--- src/rtl/fetch_unit.sv ---
// Instruction fetch initiator: sequential word reads into a prefetch FIFO, handed to decode via valid/ready.
// Latency: a fetched word is visible on instr_valid the cycle after its memory transfer completes.
// Backpressure: mem_cs drops while the FIFO is full; wait states (mem_ready low) hold mem_cs/mem_addr stable.
//
// Ports:
//   clk, rst                      clock, asynchronous active-high reset
//   mem_cs, mem_addr              word read request to memory (mem_addr[1:0] always 0)
//   mem_rdata, mem_ready          read data and completion strobe from memory
//   instr_valid, instr_ready      decode handshake on the FIFO head
//   instr_data, instr_pc          head instruction word and the address it came from
//   redirect, redirect_pc         flush the FIFO and restart fetch at redirect_pc
module fetch_unit #(
    parameter logic [31:0] RESET_PC = 32'h0000_0000,
    parameter int          DEPTH    = 4
) (
    input  logic        clk,
    input  logic        rst,
    output logic        mem_cs,
    output logic [31:0] mem_addr,
    input  logic [31:0] mem_rdata,
    input  logic        mem_ready,
    output logic        instr_valid,
    input  logic        instr_ready,
    output logic [31:0] instr_data,
    output logic [31:0] instr_pc,
    input  logic        redirect,
    input  logic [31:0] redirect_pc
);

    localparam int PTR_W = $clog2(DEPTH);
    localparam int CNT_W = PTR_W + 1;
    localparam logic [CNT_W-1:0] DEPTH_C    = CNT_W'(DEPTH);
    localparam logic [31:0]      WORD_MASK  = 32'hFFFF_FFFC;
    localparam logic [31:0]      RESET_PC_W = RESET_PC & WORD_MASK;

    typedef enum logic {
        IDLE = 1'b0,
        REQ  = 1'b1
    } state_t;

    state_t             state_q, state_d;
    logic [31:0]        fetch_pc_q, fetch_pc_d;
    logic [PTR_W-1:0]   rd_ptr_q, rd_ptr_d;
    logic [PTR_W-1:0]   wr_ptr_q, wr_ptr_d;
    logic [CNT_W-1:0]   count_q, count_d;
    logic [31:0]        fifo_data_q [DEPTH];
    logic [31:0]        fifo_data_d [DEPTH];
    logic [31:0]        fifo_pc_q   [DEPTH];
    logic [31:0]        fifo_pc_d   [DEPTH];

    logic push;
    logic pop;

    // Request side depends only on registers and redirect, so a combinational
    // responder that feeds mem_ready back from mem_cs cannot form a loop.
    always_comb begin
        mem_cs      = (state_q == REQ) && (count_q < DEPTH_C) && !redirect;
        mem_addr    = fetch_pc_q;
        instr_valid = (count_q != '0);
        instr_data  = fifo_data_q[rd_ptr_q];
        instr_pc    = fifo_pc_q[rd_ptr_q];
        push        = mem_cs && mem_ready;
        pop         = instr_valid && instr_ready;
    end

    always_comb begin
        state_d     = REQ;
        fetch_pc_d  = fetch_pc_q;
        rd_ptr_d    = rd_ptr_q;
        wr_ptr_d    = wr_ptr_q;
        count_d     = count_q;
        fifo_data_d = fifo_data_q;
        fifo_pc_d   = fifo_pc_q;

        if (redirect) begin
            // Flush wins over any same-cycle pop; push is already blocked via mem_cs.
            fetch_pc_d = redirect_pc & WORD_MASK;
            rd_ptr_d   = '0;
            wr_ptr_d   = '0;
            count_d    = '0;
        end else begin
            if (push) begin
                fifo_data_d[wr_ptr_q] = mem_rdata;
                fifo_pc_d[wr_ptr_q]   = fetch_pc_q;
                wr_ptr_d              = wr_ptr_q + PTR_W'(1);
                fetch_pc_d            = fetch_pc_q + 32'd4;  // wraps FFFF_FFFC -> 0
            end
            if (pop) begin
                rd_ptr_d = rd_ptr_q + PTR_W'(1);
            end
            case ({push, pop})
                2'b10:   count_d = count_q + CNT_W'(1);
                2'b01:   count_d = count_q - CNT_W'(1);
                default: count_d = count_q;
            endcase
        end
    end

    always_ff @(posedge clk or posedge rst) begin
        if (rst) begin
            state_q     <= IDLE;
            fetch_pc_q  <= RESET_PC_W;
            rd_ptr_q    <= '0;
            wr_ptr_q    <= '0;
            count_q     <= '0;
            fifo_data_q <= '{default: '0};
            fifo_pc_q   <= '{default: '0};
        end else begin
            state_q     <= state_d;
            fetch_pc_q  <= fetch_pc_d;
            rd_ptr_q    <= rd_ptr_d;
            wr_ptr_q    <= wr_ptr_d;
            count_q     <= count_d;
            fifo_data_q <= fifo_data_d;
            fifo_pc_q   <= fifo_pc_d;
        end
    end

endmodule

--- config.mk ---
export PLATFORM = sky130hd
export DESIGN_NAME = fetch_unit
export DESIGN_NICKNAME = d
export VERILOG_FILES = /design/src/rtl/fetch_unit.sv
export SDC_FILE = /design/constraint.sdc
export NUM_CORES = 1
export LEC_CHECK = 0
export BUFFER_PORTS_ARGS = -buffer_cell sky130_fd_sc_hd__clkbuf_2
export CELL_PAD_IN_SITES_DETAIL_PLACEMENT = 1
export CELL_PAD_IN_SITES_GLOBAL_PLACEMENT = 1
export CORE_MARGIN = 4
export CORE_UTILIZATION = 50
export CTS_CLUSTER_SIZE = 14
export DETAILED_ROUTE_END_ITERATION = 16
export MAX_ROUTING_LAYER = met4
export PLACE_DENSITY = 0.9
export SETUP_SLACK_MARGIN = 0.05
export SLEW_MARGIN = 10
export SYNTH_ARGS = -nofsm -noshare
export SYNTH_HDL_FRONTEND = slang
export SYNTH_SLANG_ARGS = --single-unit
export TNS_END_PERCENT = 1
--- constraint.sdc ---
create_clock -name clk -period 21.6 [get_ports clk]
set_clock_uncertainty 0.05 [all_clocks]
set_input_delay 1.08 -clock clk [delete_from_list [all_inputs] [get_ports clk]]
set_output_delay 1.08 -clock clk [all_outputs]
set_load 0.01 [all_outputs]
==> out/qor.yml <==
logic_synthesis:
  synth_edf_count: 0
  synthAdderAreaFrac_pct: 0.6396
  yosys_register_bits: 286
  synth.distinct_cells: 49
  synth_compound_area_share_pct: 3.460
  syn_area_per_cell_sq_um: 14.17
  synth-simple-area-share_pct: 6.444
  synth_top_family_by_area: "multiplexers"
  synth-seq-area-share_pct: 55.43
  synthArstFlopShare_pct: 100.0
  synthFlopType: "dfrtp_1"
  synthCells: 911
  synth-xor-area-share_pct: 0.8140
  synth_mux_area_share_pct: 30.51
  netlist_area_sq_um: 12910
  yosys_warnings: 0
timing:
  finalCritPeriodShare_pct: 18.69
  final_hold_viol_count: 0
  fin_crit_ns: 4.036
  tns_ns: 0
  setup_viol: 0
  setup_slack_ns: 17.56
  rsz0062_at_grt: "false"
  drv_slew: 0
  worst_slew_pin_slew_ns: 1.087
  max_freq_mhz: 247.8
  relSlewSlack_pct: 27.50
clocking:
  cts_buffers: 31
  clk_path_buf_depth: 3
  htree_levels: 1
  cts_resized: 0
  cts_hold_buf: 0
  root_buffer: "clkbuf_16"
  cts_sinks: 286
  cts_tree: "yes"
  clock_latency_ns: 0.56
  clk_pin_slew_worst_paths_ns: 0.06
  cts_setup_buffers: 0
worst_hold_path:
  hold_path.class: "flop to flop"
  hold_depth: 2
  min_from: "fifo_pc_q[14]"
  min_delay_worst_endpoint: "fifo_pc_q[14]"
detailed_routing:
  vias: 8422
  vias_per_cell: 6.020
  final_antenna_net_count: 0
  drt-wirelength-per-cell_um: 24.13
  drt-initial-drc-count: 523
  drc: 0
  routed_wirelength_um: 33750
  drtPass1Iterations: 5
placement:
  port_buffers: 160
  dp_hpwl_um: 20660
  dpl_worst_slack_ns: 17.91
  dp_cells: 1340
  globalplace.congestion: 0.7979
setup_path:
  end_kind: "primary output"
  cpPeakStageDelay_ns: 0.84
  crit_family: "buffers and inverters"
  cp_max_fo: 34
  critPathKind: "flop to primary output"
  rr_startpoint: "count_q[2]"
  cp_num_buf_inv: 2
  crit_chain: "buf_4 -> mux4_2 -> clkbuf_2"
  ff2ff_path_depth: 4
  required_ns: 20.47
  r2r_slack_ns: 18.93
  reg2reg_to: "fifo_data_q[39]"
  cpMaxStageDelayCell: "dfrtp_4"
  startpoint_type: "flop"
  crit_arrival_ns: 2.91
final_layout:
  fin_util_pct: 58.94
  seq_area_sq_um: 7164
  multi_input_area_sq_um: 5460
  syn_to_final_growth_pct: 15.61
  drive_above_1_share_pct: 48.55
  nFillCells: 2463
  fin_nets: 1118
  final_cells: 1399
die:
  die_w_um: 168.7
  rows: 58
  dieArea_sq_um: 28460
  die_h_um: 168.7
  core_sq_um: 25330
  ios: 167
  initial_core_util_pct: 50.98
pwr:
  switching_share_pct: 30.97
  combPwrFrac_pct: 29.4
  switching_power_uw: 573.9
  power.internal_uw: 1279
  p_clk_share_pct: 27.7
  power_density_nw_per_um2: 124.1
  pwr-share-seq_pct: 42.9
  ir_worst_vdd_mv: 0.09057
  p_leak_uw: 0.006983
global_routing:
  grtUsageTotal_pct: 24.51
  grt_pass1_vias: 9488
  antenna_found_initial: 2
  grt_max_degree: 86
  grt_pass1_wl_um: 53990
  grt_overflow: 0
run:
  drv_cap: 0
status:
  status: "completed"
routing by layer:
layer / part of all wire (%) / routed length (um) / global-route usage [%] / up-vias
met2: 51 / 17340 / 41.13 / 287
li1: - / - / - / 3630
met1: 41 / 13880 / 31.90 / 4442
met3: 5.1 / 1722 / 3.737 / 63
met4: 2.4 / 812 / 5.716 / 0
met5: 0 / 0 / - / -
metrics by stage:
stage,hold WS [ns],total power (uW),area [sq um]
floorplan,0.3946,1133,12920
global placement,0.4074,1306,13930
detailed placement,0.4168,1350,13930
CTS,0.4296,1875,14920
global route,0.4616,1951,14930
finish,0.4314,1853,14930
worst reg2reg max path, delay by kind of cell (launching register included):
kind                   cells  cell delay, ns
buffers and inverters      1            0.29
flip-flops                 1            0.47
multiplexers               1            0.56
AND/OR/NAND/NOR            2            1.16
placed cells by master (no fill, tap or decap), types with 9 or more instances in the layout:
cell       instances
dfrtp_1          284
mux2_2           224
clkbuf_2         160
mux4_2            62
nand2_1           56
o21ai_0           37
clkbuf_16         31
nor2_1            23
nand3_1           19
nand4_1           15
clkinv_2          12
o31ai_1           11
inv_1              9
a31oi_1            9
power groups by stage:
| stage | Combinational (uW) | Clock [uW] | Sequential (uW) |
|---|---|---|---|
| after floorplan | 395 | 0 | 738 |
| after global placement | 523 | 0 | 783 |
| after detailed placement | 549 | 0 | 801 |
| after CTS | 555 | 525 | 796 |
| after global routing | 587 | 549 | 815 |
| final | 545 | 514 | 794 |
registers in the layout, summed over array words and instances, names as in the netlist:
signal	flops
state_q	1
count_q	3
fifo_pc_q	120
wr_ptr_q	2
fifo_data_q	128
mem_addr	30
rd_ptr_q	2
Yosys cell counts, types with 4 or more instances:
master | number | share of area [%]
a31oi_1 | 9 | 0.44
and4_1 | 5 | 0.34
buf_1 | 28 | 0.81
buf_2 | 19 | 0.74
buf_4 | 4 | 0.23
clkbuf_1 | 17 | 0.49
dfrtp_1 | 286 | 55
ha_1 | 5 | 0.48
inv_1 | 10 | 0.29
mux2_2 | 224 | 20
mux4_2 | 62 | 11
nand2_1 | 60 | 1.7
nand3_1 | 19 | 0.74
nand4_1 | 15 | 0.73
nor2_1 | 23 | 0.67
nor3_1 | 7 | 0.27
nor3b_1 | 4 | 0.23
nor4_1 | 5 | 0.24
o21ai_0 | 37 | 1.4
o31ai_1 | 11 | 0.64
or3_1 | 4 | 0.19
or4_1 | 8 | 0.47
xnor2_1 | 8 | 0.54
xor2_1 | 4 | 0.27
cell families after synthesis:
logic type	Yosys count
other cells	2
xor+xnor	12
mux	288
simple gates	165
buf+inv	80
fa+ha+maj	6
compound gates	72
flops	286
area by class of cell:
type / count / area share, %
clock inverters: 15 / 0.7125
multi-input cells: 548 / 36.58
repair buffers: 166 / 5.666
diodes: 2 / 0.03353
well taps: 330 / 2.766
clock buffers: 42 / 5.943
inverters: 10 / 0.3018
flip-flops and latches: 286 / 48.00
worst max path at each step:
stage,start,endpoint,slack [ns],cells after the start
floorplan,rst,count_q[0],12.58,1
global placement,redirect,fifo_data_q[70],17.97,6
detailed placement,redirect,fifo_data_q[43],17.91,6
CTS,rd_ptr_q[0],instr_data[14],17.46,3
global route,rd_ptr_q[0],instr_data[14],17.34,3
finish,rd_ptr_q[0],instr_data[14],17.56,3
Note: power is estimated with default switching activity, not from simulation.
